## src/rtl/seg7_pkg.sv

```systemverilog
// ============================================================================
//  Module   : seg7_pkg
//  Purpose  : Shared types and constants for the 7-segment scan driver:
//             the segment vector type, the hex font table and the
//             all-segments-off pattern.
//  Ports    : none (package)
//  Revision : 1.0 - initial release
// ============================================================================
`default_nettype none

package seg7_pkg;

  // Segment vector, a at index 0 through g at index 6; 0 = segment lit.
  typedef logic [0:6] seg_t;

  localparam seg_t SEG_OFF = 7'b1111111;

  // Common-anode hex font, indexed by nibble value, pattern abcdefg.
  localparam seg_t SEG7_FONT [16] = '{
    7'b0000001, 7'b1001111, 7'b0010010, 7'b0000110,
    7'b1001100, 7'b0100100, 7'b0100000, 7'b0001111,
    7'b0000000, 7'b0000100, 7'b0001000, 7'b1100000,
    7'b0110001, 7'b1000010, 7'b0110000, 7'b0111000
  };

endpackage

`default_nettype wire

```

## src/rtl/seg7_font_rom.sv

```systemverilog
// ============================================================================
//  Module   : seg7_font_rom
//  Purpose  : Combinational hex-to-7-segment decode (common anode, 0 = lit).
//  Ports    : nib - 4-bit hex value in
//             seg - segments a..g out
//  Revision : 1.0 - initial release
// ============================================================================
`default_nettype none

module seg7_font_rom
  import seg7_pkg::*;
(
  input  logic [3:0] nib,
  output seg_t       seg
);

  assign seg = SEG7_FONT[nib];

endmodule

`default_nettype wire

```

## src/rtl/seg7_scan_driver.sv

```systemverilog
// ============================================================================
//  Module   : seg7_scan_driver
//  Purpose  : Time-multiplexed driver for an N-digit common-anode 7-segment
//             bank. Holds a shadow copy of nibbles / decimal points / blanks
//             and scans one digit per slot of SCAN_DIV cycles, keeping the
//             anode off for the first DEAD_CYCLES cycles of every slot.
//  Ports    : i_clk, i_rst_n (async, active low)
//             i_load, i_data[4N], i_dp[N], i_blank[N]  - shadow update
//             o_seg[0:6], o_dp, o_an[N]                - pins, active low
//             o_frame                                  - one pulse per scan
//  Config   : SEG7_LZB_EN - when defined, leading zeros (nibble 0, dp 0,
//             with all higher digits also zero) are blanked; digit 0 never.
//  Revision : 1.0 - initial release
// ============================================================================
`default_nettype none

module seg7_scan_driver
  import seg7_pkg::*;
#(
  parameter int NUM_DIGITS  = 4,
  parameter int SCAN_DIV    = 50000,
  parameter int DEAD_CYCLES = 2
) (
  input  logic                    i_clk,
  input  logic                    i_rst_n,
  input  logic                    i_load,
  input  logic [4*NUM_DIGITS-1:0] i_data,
  input  logic [NUM_DIGITS-1:0]   i_dp,
  input  logic [NUM_DIGITS-1:0]   i_blank,
  output logic [0:6]              o_seg,
  output logic                    o_dp,
  output logic [NUM_DIGITS-1:0]   o_an,
  output logic                    o_frame
);

  localparam int CNT_W = $clog2(SCAN_DIV);
  localparam int IDX_W = (NUM_DIGITS > 1) ? $clog2(NUM_DIGITS) : 1;

  logic [4*NUM_DIGITS-1:0] sh_data;
  logic [NUM_DIGITS-1:0]   sh_dp;
  logic [NUM_DIGITS-1:0]   sh_blank;
  logic [CNT_W-1:0]        cnt;
  logic [IDX_W-1:0]        idx;
  logic [3:0]              cur_nib;
  logic                    cur_dp;
  logic                    cur_blank;

  logic                    slot_end;
  logic [IDX_W-1:0]        next_idx;
  logic [4*NUM_DIGITS-1:0] src_data;
  logic [NUM_DIGITS-1:0]   src_dp;
  logic [NUM_DIGITS-1:0]   src_blank;
  logic [3:0]              sel_nib;
  logic                    sel_dp;
  logic                    sel_blank;
  logic                    lz_blank;
  seg_t                    font_seg;

  assign slot_end = (cnt == CNT_W'(SCAN_DIV - 1));

  // With a single digit the compare is always true, so idx stays at 0.
  always_comb begin
    next_idx = idx + IDX_W'(1);
    if (idx == IDX_W'(NUM_DIGITS - 1)) next_idx = '0;
  end

  // A load landing on the slot boundary bypasses the shadow so the new
  // digit never shows a stale value for a whole slot.
  assign src_data  = i_load ? i_data  : sh_data;
  assign src_dp    = i_load ? i_dp    : sh_dp;
  assign src_blank = i_load ? i_blank : sh_blank;

  always_comb begin
    sel_nib   = 4'h0;
    sel_dp    = 1'b0;
    sel_blank = 1'b0;
    for (int k = 0; k < NUM_DIGITS; k++) begin
      if (IDX_W'(k) == next_idx) begin
        sel_nib   = src_data[4*k +: 4];
        sel_dp    = src_dp[k];
        sel_blank = src_blank[k];
      end
    end
  end

`ifdef SEG7_LZB_EN
  // Walk from the most significant digit down; a digit is a leading zero
  // if it and every digit above it hold nibble 0 with dp off.
  logic all_zero;
  always_comb begin
    all_zero = 1'b1;
    lz_blank = 1'b0;
    for (int k = NUM_DIGITS - 1; k >= 0; k--) begin
      all_zero = all_zero && (src_data[4*k +: 4] == 4'h0) && !src_dp[k];
      if (IDX_W'(k) == next_idx) lz_blank = all_zero && (k != 0);
    end
  end
`else
  assign lz_blank = 1'b0;
`endif

  always_ff @(posedge i_clk or negedge i_rst_n) begin
    if (!i_rst_n) begin
      sh_data   <= '0;
      sh_dp     <= '0;
      sh_blank  <= '0;
      cnt       <= '0;
      idx       <= '0;
      cur_nib   <= 4'h0;
      cur_dp    <= 1'b0;
      cur_blank <= 1'b1;
    end else begin
      if (i_load) begin
        sh_data  <= i_data;
        sh_dp    <= i_dp;
        sh_blank <= i_blank;
      end
      if (slot_end) begin
        cnt       <= '0;
        idx       <= next_idx;
        cur_nib   <= sel_nib;
        cur_dp    <= sel_dp;
        cur_blank <= sel_blank | lz_blank;
      end else begin
        cnt <= cnt + CNT_W'(1);
      end
    end
  end

  seg7_font_rom u_font (
    .nib (cur_nib),
    .seg (font_seg)
  );

  // Outputs decode registered state only.
  always_comb begin
    o_seg = cur_blank ? SEG_OFF : font_seg;
    o_dp  = cur_blank ? 1'b1 : ~cur_dp;
    o_an  = '1;
    for (int k = 0; k < NUM_DIGITS; k++) begin
      if ((IDX_W'(k) == idx) && (cnt >= CNT_W'(DEAD_CYCLES)) && !cur_blank)
        o_an[k] = 1'b0;
    end
  end

  assign o_frame = (idx == '0) && (cnt == '0);

endmodule

`default_nettype wire

```

## config.mk

```make
export PLATFORM = sky130hd
export DESIGN_NAME = seg7_scan_driver
export DESIGN_NICKNAME = d
export VERILOG_FILES = /design/src/rtl/seg7_pkg.sv /design/src/rtl/seg7_font_rom.sv /design/src/rtl/seg7_scan_driver.sv
export SDC_FILE = /design/constraint.sdc
export NUM_CORES = 1
export LEC_CHECK = 0
export ABC_AREA = 1
export BUFFER_PORTS_ARGS = -buffer_cell sky130_fd_sc_hd__buf_2
export CAP_MARGIN = 40
export CORE_MARGIN = 4
export CORE_UTILIZATION = 40
export CTS_CLUSTER_DIAMETER = 60
export DETAILED_ROUTE_END_ITERATION = 8
export GPL_TIMING_DRIVEN = 1
export PLACE_DENSITY = 0.72
export SETUP_SLACK_MARGIN = 0.4
export SLEW_MARGIN = 20
export SYNTH_ARGS = -nofsm -noshare
export SYNTH_HDL_FRONTEND = slang
export SYNTH_SLANG_ARGS = --single-unit
```

## constraint.sdc

```tcl
create_clock -name i_clk -period 1.5 [get_ports i_clk]
set_input_delay 0 -clock i_clk [delete_from_list [all_inputs] [get_ports i_clk]]
set_output_delay 0 -clock i_clk [all_outputs]
set_load 0.1 [all_outputs]
```

==> out/results.ini <==
[synthesis]
avgSynthCellArea_um2 = 7.491
synth.lib_cells_used.distinct = 33
synth_sequential_area_ratio = 0.4235
post_synth_instance_area_mm2 = 0.002839
netlist_instances = 379
ys_ff_latch = 48
yosys_warnings = 0
postSynthNetCount = 422

[floorplanning]
initial_core_util = 0.4156
io_pins = 40
floorplan.die.width_um = 92.25
chipHeight_um = 92.25
die-area_mm2 = 0.008509
rows = 30
fp.coreArea_mm2 = 0.006832

[min_path]
hp-start = i_blank[1]
hold_depth = 4
hold_path_class = primary input to register
min_to = sh_blank[1]

[finish]
antenna_cells = 0
most_common_cell_after_layout_fill_and_taps_aside = nand2_1
most-common-layout-cells = 88 x nand2_1, 47 x inv_1, 40 x dfrtp_1
final-instance-count-excl-fill = 564
area_delta_synth_final_pct = 54.83
post_route_cells_drive_above_1_share = 0.3632
design_area_mm2 = 0.004395
num-nets-final = 510
fillers = 548

[global_routing]
pin_count_of_the_biggest_net_entering_global_routing = 33
global_route_congestion_overflow_total = 0
vias_in_the_first_global_route = 2815
grt_antenna_before_repair = 0
globalRouteTotalUtil = 0.1791
wire_length_of_the_first_global_routing_pass_mm = 12.51

[run_status]
violations = negative setup slack
run_status = finished, violations left

[route]
residual_antenna_violating_net_count_after_detailed_routing = 0
drt_first_iter_violations = 107
route.detailed.wl_per_inst_um = 13.02
post-route-drc-count = 0
vias = 2728
drt_wl_total_mm = 7.345
routed_via_density = 4.837
top_signal_layer_used = met4
wl_met1_mm = 3.212
detailedRoute.firstPassIterationCount = 4
dr_wl_met2_mm = 3.787
routed-wl-met3_um = 223

[timing]
finalSetupViolCount = 26
final_min_period_over_clock_period = 1.129
maxClockFrequency_mhz = 590.5
slew-limit-headroom = 0.7394
setup_ws_ns = -0.1935
tightest_slew_ns = 0.3909
slew_viol_final = 0
final.setup_skew_ns = 0.01229
hold_viol = 0
rsz0062_at_grt = yes
min_tclk_post_route_ns = 1.693

[clock_tree]
clk_transition_reported_paths_ns = 0.10
clock_tree.htree_level_count = 2
number_of_buffers_between_clock_root_and_the_deepest_sink = 2
ctsRootBufferMaster = clkbuf_8
clock_sink_count = 48
cts_buffers = 5
worstSkewPairLatency_ns = 0.31
cts_tree = done

[power]
cellPowerDensity_mw_per_mm2 = 710.7
worst_ir_drop_vdd_mv = 0.3672
p_total_w = 0.003124
cellLeakagePower_nw = 2.190

[setup_path]
reg2reg_depth = 10
critical_path.startpoint_type = register
timing.critical_path.fanout_max = 4
cp-end-kind = output pin
timing.rr.end = cur_blank
setup_crit_path_kind = register to output pin
worstPathRequired_ns = 1.50
critical_path.reg2reg.startpoint = cnt[0]
critPathArrivalTime_ns = 1.69
regToRegSetupSlack_ns = -0.09

[placed_design]
dp_hpwl_mm = 4.837
placedInstanceArea_mm2 = 0.003640
buffer_ports.inserted = 39
routabilityCongestion = 0.9146
place.detailed.instances = 520

[flow_run]
max_cap_violations = 0

-- Yosys cell counts --
library cell,instances,area share
nand2_1,100,0.13
inv_1,56,0.074
dfrtp_1,47,0.41
nor2_1,43,0.057
nand3_1,34,0.060
ha_1,16,0.071
a21oi_1,11,0.019
o21ai_0,10,0.018
and2_1,9,0.020
nor2_2,6,0.013
o21ai_1,6,0.011
xor2_1,5,0.015
clkbuf_1,4,0.0053
nor3_1,4,0.0071
buf_2,3,0.0053
nand2_2,3,0.0066
o211ai_1,3,0.0079
buf_4,2,0.0053
nand4_1,2,0.0044
o31ai_1,2,0.0053
a21oi_2,1,0.0031
buf_6,1,0.0040
buf_8,1,0.0053
clkinv_4,1,0.0031
dfstp_2,1,0.0093
inv_2,1,0.0013
nand2_4,1,0.0040
nor2_4,1,0.0040
nor3_2,1,0.0035
nor3b_1,1,0.0026
o21bai_1,1,0.0026
o311ai_0,1,0.0031
xnor2_1,1,0.0031
-- stage by stage --
step	setup WS [ns]	util	setup TNS, ns	hold WS, ns
floorplan	-0.7563	-	-2.143	-0.2956
global placement	0.07399	0.5328	0	-0.05266
detailed placement	0.04128	0.5328	0	-0.05768
CTS	-0.1968	0.6183	-1.698	0.0001842
global route	-0.3050	0.6434	-4.638	0.02422
finish	-0.1935	0.6434	-2.372	0.001288
-- cell type report --
| type | instances | area, um2 | share of cell area |
|---|---|---|---|
| clock inverter | 3 | 46.29 | 0.01053 |
| tap | 96 | 120.1 | 0.02733 |
| multi-input combinational | 263 | 1802 | 0.4099 |
| timing repair inverter | 1 | 11.26 | 0.002562 |
| sequential | 48 | 1211 | 0.2755 |
| clock buffer | 5 | 68.82 | 0.01566 |
| timing repair buffer | 90 | 893.4 | 0.2032 |
| inverter | 58 | 242.7 | 0.05522 |
-- worst max-delay path: stages, from the launching register on --
cell	delay, ns
dfrtp_2	0.47
inv_4	0.10
ha_4	0.16
inv_6	0.05
buf_12	0.12
o311ai_4	0.26
buf_12	0.22
-- kinds of logic (layout without fill, tap and decap cells) --
logic type / count (synthesis) / in the layout / share of synthesized area
AO/OA/AOI/OAI: 35 / 35 / 0.06963
XOR/XNOR: 6 / 6 / 0.01851
adder cells (fa/ha/maj): 16 / 16 / 0.07051
buffers and inverters: 69 / 157 / 0.1036
flip-flops: 48 / 48 / 0.4235
AND/OR/NAND/NOR: 205 / 206 / 0.3142
-- worst max path at each step --
stage / startpoint / end / slack, ns / cells past startpoint
floorplan: cur_nib[1] / o_seg[2] / -0.76 / 5
global placement: cur_nib[0] / o_seg[6] / 0.07 / 6
detailed placement: cnt[0] / cur_nib[2] / 0.04 / 9
CTS: cnt[1] / o_an[2] / -0.20 / 8
global route: cnt[10] / o_an[2] / -0.30 / 8
finish: cur_nib[1] / o_seg[4] / -0.19 / 6
-- sequential cells by signal, summed over array words and instances, names as in the netlist --
signal and count:
cur_dp 1, sh_dp 4, sh_data 16, cur_blank 1, cnt 16, cur_nib 4
idx 2, sh_blank 4
-- where the power goes --
| part | leakage (nW) | internal, W | switching, W |
|---|---|---|---|
| sequential | 0.583 | 0.00136 | 0.0000312 |
| combinational | 1.55 | 0.000309 | 0.000448 |
| clock | 0.0548 | 0.000503 | 0.000472 |
-- repair_timing --
item                                    4_1_cts  5_1_grt
hold buffers                                 15        0
hold endpoints to repair                     61        0
resized for setup                            48       30
pin swaps                                    24       11
buffers inserted                             15        4
endpoints found under the setup margin       36       37
gates cloned                                  1        1
-- layer usage --
metal	global-route usage	up-vias
met5	0	-
met3	0.03199	13
met2	0.3206	58
met4	0.04950	0
li1	-	1353
met1	0.2200	1304
Power figures use the tool's default switching activity.
